**config.mk**
```make
export PLATFORM = sky130hd
export DESIGN_NAME = quad_stim_gen
export DESIGN_NICKNAME = d
export VERILOG_FILES = /design/src/rtl/quad_stim_gen.sv
export SDC_FILE = /design/constraint.sdc
export NUM_CORES = 1
export LEC_CHECK = 0
export CORE_ASPECT_RATIO = 2
export CORE_MARGIN = 10
export CORE_UTILIZATION = 55
export DETAILED_ROUTE_END_ITERATION = 8
export GPL_TIMING_DRIVEN = 0
export PLACE_DENSITY_LB_ADDON = 0.2
export RECOVER_POWER = 100
export SETUP_SLACK_MARGIN = 0.5
export SYNTH_ARGS = -nofsm -noshare
export SYNTH_HDL_FRONTEND = slang
export SYNTH_SLANG_ARGS = --single-unit
export TNS_END_PERCENT = 50
```
**constraint.sdc**
```tcl
create_clock -name clk -period 2.6 [get_ports clk]
set_input_delay 0.26 -clock clk [delete_from_list [all_inputs] [get_ports clk]]
set_output_delay 0.26 -clock clk [all_outputs]
set_load 0.02 [all_outputs]
```
**src/rtl/quad_stim_gen.sv**
```systemverilog
// Quadrature stimulus generator: emits N Gray-code phase transitions on a/b per accepted command.
// Optional contact-bounce injection is compiled in with `define QUAD_STIM_BOUNCE_EN.
module quad_stim_gen #(
    parameter int PERIOD_W = 16,
    parameter int COUNT_W  = 8,
    parameter int BOUNCE_N = 3
) (
    input  logic                clk,
    input  logic                reset,
    input  logic                cmd_valid,
    output logic                cmd_ready,
    input  logic                cmd_dir,
    input  logic [COUNT_W-1:0]  cmd_steps,
    input  logic [PERIOD_W-1:0] cmd_period,
    output logic                a,
    output logic                b,
    output logic                busy,
    output logic                done,
    output logic [7:0]          position
);

`ifdef QUAD_STIM_BOUNCE_EN
    localparam int BOUNCE_CYC = 2 * BOUNCE_N;
    localparam int BOUNCE_W   = $clog2(BOUNCE_CYC + 1);
    // Period must outlast the bounce burst so the next clean edge starts from a settled line.
    localparam logic [PERIOD_W-1:0] PERIOD_MIN = PERIOD_W'(BOUNCE_CYC + 1);
`else
    localparam logic [PERIOD_W-1:0] PERIOD_MIN = PERIOD_W'(1);
`endif

    localparam logic [COUNT_W-1:0]  CNT_ZERO = {COUNT_W{1'b0}};
    localparam logic [COUNT_W-1:0]  CNT_ONE  = COUNT_W'(1);
    localparam logic [PERIOD_W-1:0] PER_ONE  = PERIOD_W'(1);

    typedef enum logic [1:0] {
        ST_IDLE = 2'd0,
        ST_RUN  = 2'd1,
        ST_DONE = 2'd2
    } state_t;

    state_t              state_r;
    state_t              state_next_s;
    logic                dir_r;
    logic [COUNT_W-1:0]  remaining_r;
    logic [PERIOD_W-1:0] period_r;
    logic [PERIOD_W-1:0] tick_r;
    logic                a_r;
    logic                b_r;
    logic [7:0]          position_r;
    logic                busy_r;
    logic                done_r;
    logic                ready_r;

    logic                accept_s;
    logic                step_s;
    logic [PERIOD_W-1:0] period_eff_s;
    logic [1:0]          phase_next_s;
    logic [1:0]          ab_next_s;
    logic [7:0]          pos_next_s;

`ifdef QUAD_STIM_BOUNCE_EN
    logic [BOUNCE_W-1:0] bounce_cnt_r;
    logic [1:0]          bounce_mask_r;
`endif

    // Up order is 00 -> 10 -> 11 -> 01 -> 00; down walks it backwards.
    function automatic logic [1:0] next_phase(input logic [1:0] ab, input logic up);
        logic [1:0] nxt;
        case (ab)
            2'b00:   nxt = up ? 2'b10 : 2'b01;
            2'b10:   nxt = up ? 2'b11 : 2'b00;
            2'b11:   nxt = up ? 2'b01 : 2'b10;
            2'b01:   nxt = up ? 2'b00 : 2'b11;
            default: nxt = 2'b00;
        endcase
        return nxt;
    endfunction

    assign cmd_ready = ready_r;
    assign busy      = busy_r;
    assign done      = done_r;
    assign a         = a_r;
    assign b         = b_r;
    assign position  = position_r;

    // Handshake, period clamp and step strobe
    always_comb begin
        accept_s     = cmd_valid & ready_r;
        period_eff_s = cmd_period;
        if (cmd_period < PERIOD_MIN) begin
            period_eff_s = PERIOD_MIN;
        end else begin
            period_eff_s = cmd_period;
        end
        step_s = (state_r == ST_RUN) && (remaining_r != CNT_ZERO) && (tick_r == PER_ONE);
    end

    // Next phase lines and position, including optional bounce toggling
    always_comb begin
        phase_next_s = next_phase({a_r, b_r}, dir_r);
        ab_next_s    = {a_r, b_r};
        pos_next_s   = position_r;
        if (step_s) begin
            ab_next_s = phase_next_s;
            if (dir_r) begin
                pos_next_s = position_r + 8'd1;
            end else begin
                pos_next_s = position_r - 8'd1;
            end
        end else begin
`ifdef QUAD_STIM_BOUNCE_EN
            if (bounce_cnt_r != {BOUNCE_W{1'b0}}) begin
                ab_next_s = {a_r, b_r} ^ bounce_mask_r;
            end else begin
                ab_next_s = {a_r, b_r};
            end
`else
            ab_next_s = {a_r, b_r};
`endif
        end
    end

    // FSM next-state decode
    always_comb begin
        state_next_s = state_r;
        case (state_r)
            ST_IDLE: begin
                if (accept_s) begin
                    state_next_s = ST_RUN;
                end else begin
                    state_next_s = ST_IDLE;
                end
            end
            ST_RUN: begin
                // A zero-step command passes through RUN for one cycle with nothing to emit.
                if (remaining_r == CNT_ZERO) begin
                    state_next_s = ST_DONE;
                end else begin
                    state_next_s = ST_RUN;
                end
            end
            ST_DONE: state_next_s = ST_IDLE;
            default: state_next_s = ST_IDLE;
        endcase
    end

    // FSM state register
    always_ff @(posedge clk) begin
        if (reset) begin
            state_r <= ST_IDLE;
        end else begin
            state_r <= state_next_s;
        end
    end

    // Registered outputs and command datapath
    always_ff @(posedge clk) begin
        if (reset) begin
            busy_r      <= 1'b0;
            done_r      <= 1'b0;
            ready_r     <= 1'b1;
            a_r         <= 1'b0;
            b_r         <= 1'b0;
            position_r  <= 8'd0;
            dir_r       <= 1'b0;
            remaining_r <= CNT_ZERO;
            period_r    <= PERIOD_MIN;
            tick_r      <= PERIOD_MIN;
        end else begin
            busy_r     <= (state_next_s == ST_RUN);
            done_r     <= (state_next_s == ST_DONE);
            ready_r    <= (state_next_s == ST_IDLE);
            {a_r, b_r} <= ab_next_s;
            position_r <= pos_next_s;
            if (accept_s) begin
                dir_r       <= cmd_dir;
                remaining_r <= cmd_steps;
                period_r    <= period_eff_s;
                tick_r      <= period_eff_s;
            end else if (step_s) begin
                remaining_r <= remaining_r - CNT_ONE;
                tick_r      <= period_r;
            end else if (state_r == ST_RUN) begin
                tick_r <= tick_r - PER_ONE;
            end else begin
                tick_r <= tick_r;
            end
        end
    end

`ifdef QUAD_STIM_BOUNCE_EN
    // Bounce burst: the line that just moved toggles for 2*BOUNCE_N cycles, ending settled
    always_ff @(posedge clk) begin
        if (reset) begin
            bounce_cnt_r  <= {BOUNCE_W{1'b0}};
            bounce_mask_r <= 2'b00;
        end else if (step_s) begin
            bounce_cnt_r  <= BOUNCE_W'(BOUNCE_CYC);
            bounce_mask_r <= {a_r, b_r} ^ phase_next_s;
        end else if (bounce_cnt_r != {BOUNCE_W{1'b0}}) begin
            bounce_cnt_r  <= bounce_cnt_r - BOUNCE_W'(1);
            bounce_mask_r <= bounce_mask_r;
        end else begin
            bounce_cnt_r  <= bounce_cnt_r;
            bounce_mask_r <= bounce_mask_r;
        end
    end
`endif

endmodule

```
==> summary.txt <==
Placed design
  – Post-DP Area: 3530 µm²
  – Setup WS pre-CTS: 0.263 ns
  – Gpl congestion: 0.926
  – DP Wirelength: 6690 µm
  – Port-buffer cells: 39

Pwr
  – Power share of the clock group: 21.5%
  – Switch share: 35.3%
  – Leakage Power: 1.48 nW
  – Logic gate share of total power: 34.5%
  – Pwr dens: approximately 590 nW/µm²
  – Internal: 0.00151 W
  – Worst vdd ir: 0.538 mV
  – Sw power: 0.000821 W
  – Sequential share of power: between 40 and 50%

Yosys
  – YS warnings: 0
  – Post-synthesis mux area share: 0.367%
  – Synthesized Nets: approximately 400
  – Most numerous cell in the Yosys netlist: dfxtp_1
  – Mapped cell area: 3070 µm²
  – Mean Syn Cell Area: 8.36 µm²
  – Post-Synth XOR/XNOR Area: about 6%
  – Post-synth EDFFs: 0
  – Post-synth ARST share: 0%
  – Largest family of logic cells by synthesized area: simple AND/OR/NAND/NOR gates
  – Adder-Cell Fraction of Synth Area: 4.32%
  – Post-synth top area cell: dfxtp_1
  – Seq/Total Area, Yosys: 36.6%
  – Synth Instances: about 370
  – Synth Area in Compound Gates: 23.1%
  – Flops & latches, synth: 56
  – Simple-gate share of the synthesized area: around a quarter
  – Post-synth top flop: dfxtp_1
  – Netlist cell types: 56
  – List of most frequent post-synthesis cells: 56 x dfxtp_1, 54 x nand2_1, 33 x nor2_1, 31 x a21oi_1, 16 x a211oi_1
  – Top cell type's share of synthesized area: 36.6%
  – Synth top area cells: dfxtp_1 37%, nand2_1 6.6%, a21oi_1 5.1%

Detailed routing
  – Routed Antenna Nets: 0
  – Total Wirelength: between 9000 and 10000 µm
  – Via Count: 3165
  – Via-to-Cell Ratio: between 6 and 7
  – Initial DRC Count: 199
  – DRT Pass-1 Iters: 5
  – WL/cell: 19.6 µm
  – DRC: 0

Layout
  – Area Growth Syn to Fin: 28.4%
  – Finished Cell Area: 3940 µm²
  – Area of the multi-input gates: 1860 µm²
  – Register Area: 1130 µm²
  – Ant. Diodes: 0
  – Final net count: 475
  – Fraction of final layout cells sized beyond drive strength 1: 13.9%
  – Fill cell total of the finished layout: roughly 440

Setup path
  – Arrival @ worst endpoint: approximately 2.6 ns
  – Critical path launch point type: flop
  – Crit end category: flop
  – CP Max Fanout: 5
  – Register-to-Register Path Depth: 6
  – Worst Setup Path Type: flop to flop
  – Crit path required time: 2.81 ns

Floorplan
  – Site Rows: 38
  – Core area: 5420 µm²
  – Die H: 126 µm
  – Die X: about 73 µm
  – Initial Util: around 57%
  – Die Area: 9140 µm²
  – IO Pins: 41

Clock network
  – Clock slew at reported path FFs: 0.09 ns
  – CTS tree: yes
  – Later-pin clock latency in the skew report: between 0.3 and 0.4 ns
  – CTS Buf Count: 5
  – Clock buffer depth: 2
  – Root Driver: clkbuf_8
  – Hold buffer count at CTS: 0
  – CTS sink cnt: 56
  – H-tree depth: 2

STA
  – Tcrit/Tclk final: around 90%
  – Final slew viol count: 0
  – RSZ-0062 raised after global routing: true
  – Worst-margin pin slew: 0.647 ns
  – Setup TNS: 0 ns
  – Post-route worst setup slack: 0.250 ns
  – Final worst path period need: 2.35 ns
  – Final setup viols: 0
  – Max frequency: 425 MHz
  – Max-slew headroom: ~57%
  – Final Hold Fails: 0
  – Clk_skew: about 0.0056 ns

GRT
  – Largest net degree at the start of global routing: 16
  – First-pass GRT wire length: 14900 µm
  – Total gr overflow: 0
  – Top Usage Layer GRT: met2
  – GR Layer Usage met3: 4.28%
  – Met2 usage: between 30 and 40%
  – Routing usage on met1: 19.7%
  – Antenna violations before repair: 0
  – Vias in the first global route: 3102
  – All-Layer GR Usage: 20.1%

Run
  – Max-cap violations: 0

Status
  – Status: complete, no violations

Hold path
  – Min-Delay Path Class: input port to flop
  – Worst hold path depth: 2
==> final cells by class <==
type | instances | share of cell area (%)
Buffer | 24 | 3.27
Clock buffer | 8 | 2.29
Inverter | 11 | 1.05
Multi-Input combinational cell | 276 | 47.3
Sequential cell | 56 | 28.7
Tap cell | 60 | 1.91
Timing Repair Buffer | 63 | 15.5
==> cells in the final DEF, fill, tap and decap left out, types with 4 or more instances in the layout <==
| cell | n |
|---|---|
| nor4_1 | 5 |
| a211oi_1 | 16 |
| clkbuf_8 | 6 |
| dlygate4sd3_1 | 15 |
| clkdlybuf4s50_1 | 24 |
| a21oi_1 | 29 |
| xnor2_1 | 14 |
| nand3_1 | 8 |
| ha_1 | 9 |
| nand2_1 | 54 |
| xor2_1 | 7 |
| dfxtp_1 | 52 |
| o221ai_1 | 5 |
| a21o_1 | 4 |
| clkbuf_1 | 20 |
| nor3_1 | 8 |
| o21ai_0 | 9 |
| inv_1 | 10 |
| buf_4 | 16 |
| nor2_1 | 33 |
| a311o_1 | 5 |
==> registers in the layout, summed over array words and instances, names as in the netlist <==
signal,flops
remaining_r,8
a,1
state_r,2
tick_r,16
b,1
done,1
dir_r,1
cmd_ready,1
busy,1
position,8
period_r,16
==> final timing paths <==
kind | startpoint | to | slack, ns
worst max-delay path | remaining_r[4] | position[7] | 0.25
worst min-delay path | reset | busy | 0.44
worst max register to register | remaining_r[4] | position[7] | 0.25
worst min register to register | period_r[8] | period_r[8] | 0.46
==> worst max-delay path, cell delays in order, from the launching register on <==
cell and delay, ns:
dfxtp_1 0.32, or4_1 0.64, o311ai_4 0.43, clkbuf_4 0.24, a2111oi_1 0.06, a31oi_1 0.20
mux2_2 0.36
==> power by group through the flow <==
stage / Sequential [W] / Combinational (W) / Clock (W)
floorplan: 0.00103 / 0.000464 / 0
global placement: 0.00103 / 0.000664 / 0
detailed placement: 0.00104 / 0.000676 / 0
CTS: 0.00102 / 0.000737 / 0.000506
global route: 0.00103 / 0.000863 / 0.000529
finish: 0.00103 / 0.000803 / 0.000500
==> stage by stage <==
step	utilization, %	hold slack (ns)	std cells	power [W]
2_1_floorplan	-	0.368	367	0.00150
3_3_place_gp	65.2	0.441	466	0.00170
3_5_place_dp	65.2	0.447	466	0.00171
4_1_cts	69.9	0.441	486	0.00226
5_1_grt	72.6	0.470	498	0.00243
6_report	72.6	0.441	498	0.00233
==> kinds of logic after synthesis <==
family	count (synthesis)
buffers and inverters	35
AO/OA/AOI/OAI	100
flip-flops	56
adder cells (fa/ha/maj)	10
AND/OR/NAND/NOR	144
multiplexers	1
XOR/XNOR	21
==> per-layer routing <==
layer,share of wire (%),vias to the layer above
li1,-,1478
met1,35,1513
met2,54,138
met3,5.8,36
met4,5.3,0
met5,0,-
==> what timing repair did <==
action,CTS,global route
cloned,2,0
gates resized for setup,18,30
buffers inserted,10,12
pin swaps,7,12
setup endpoints to repair,29,29
Power figures use the tool's default switching activity.
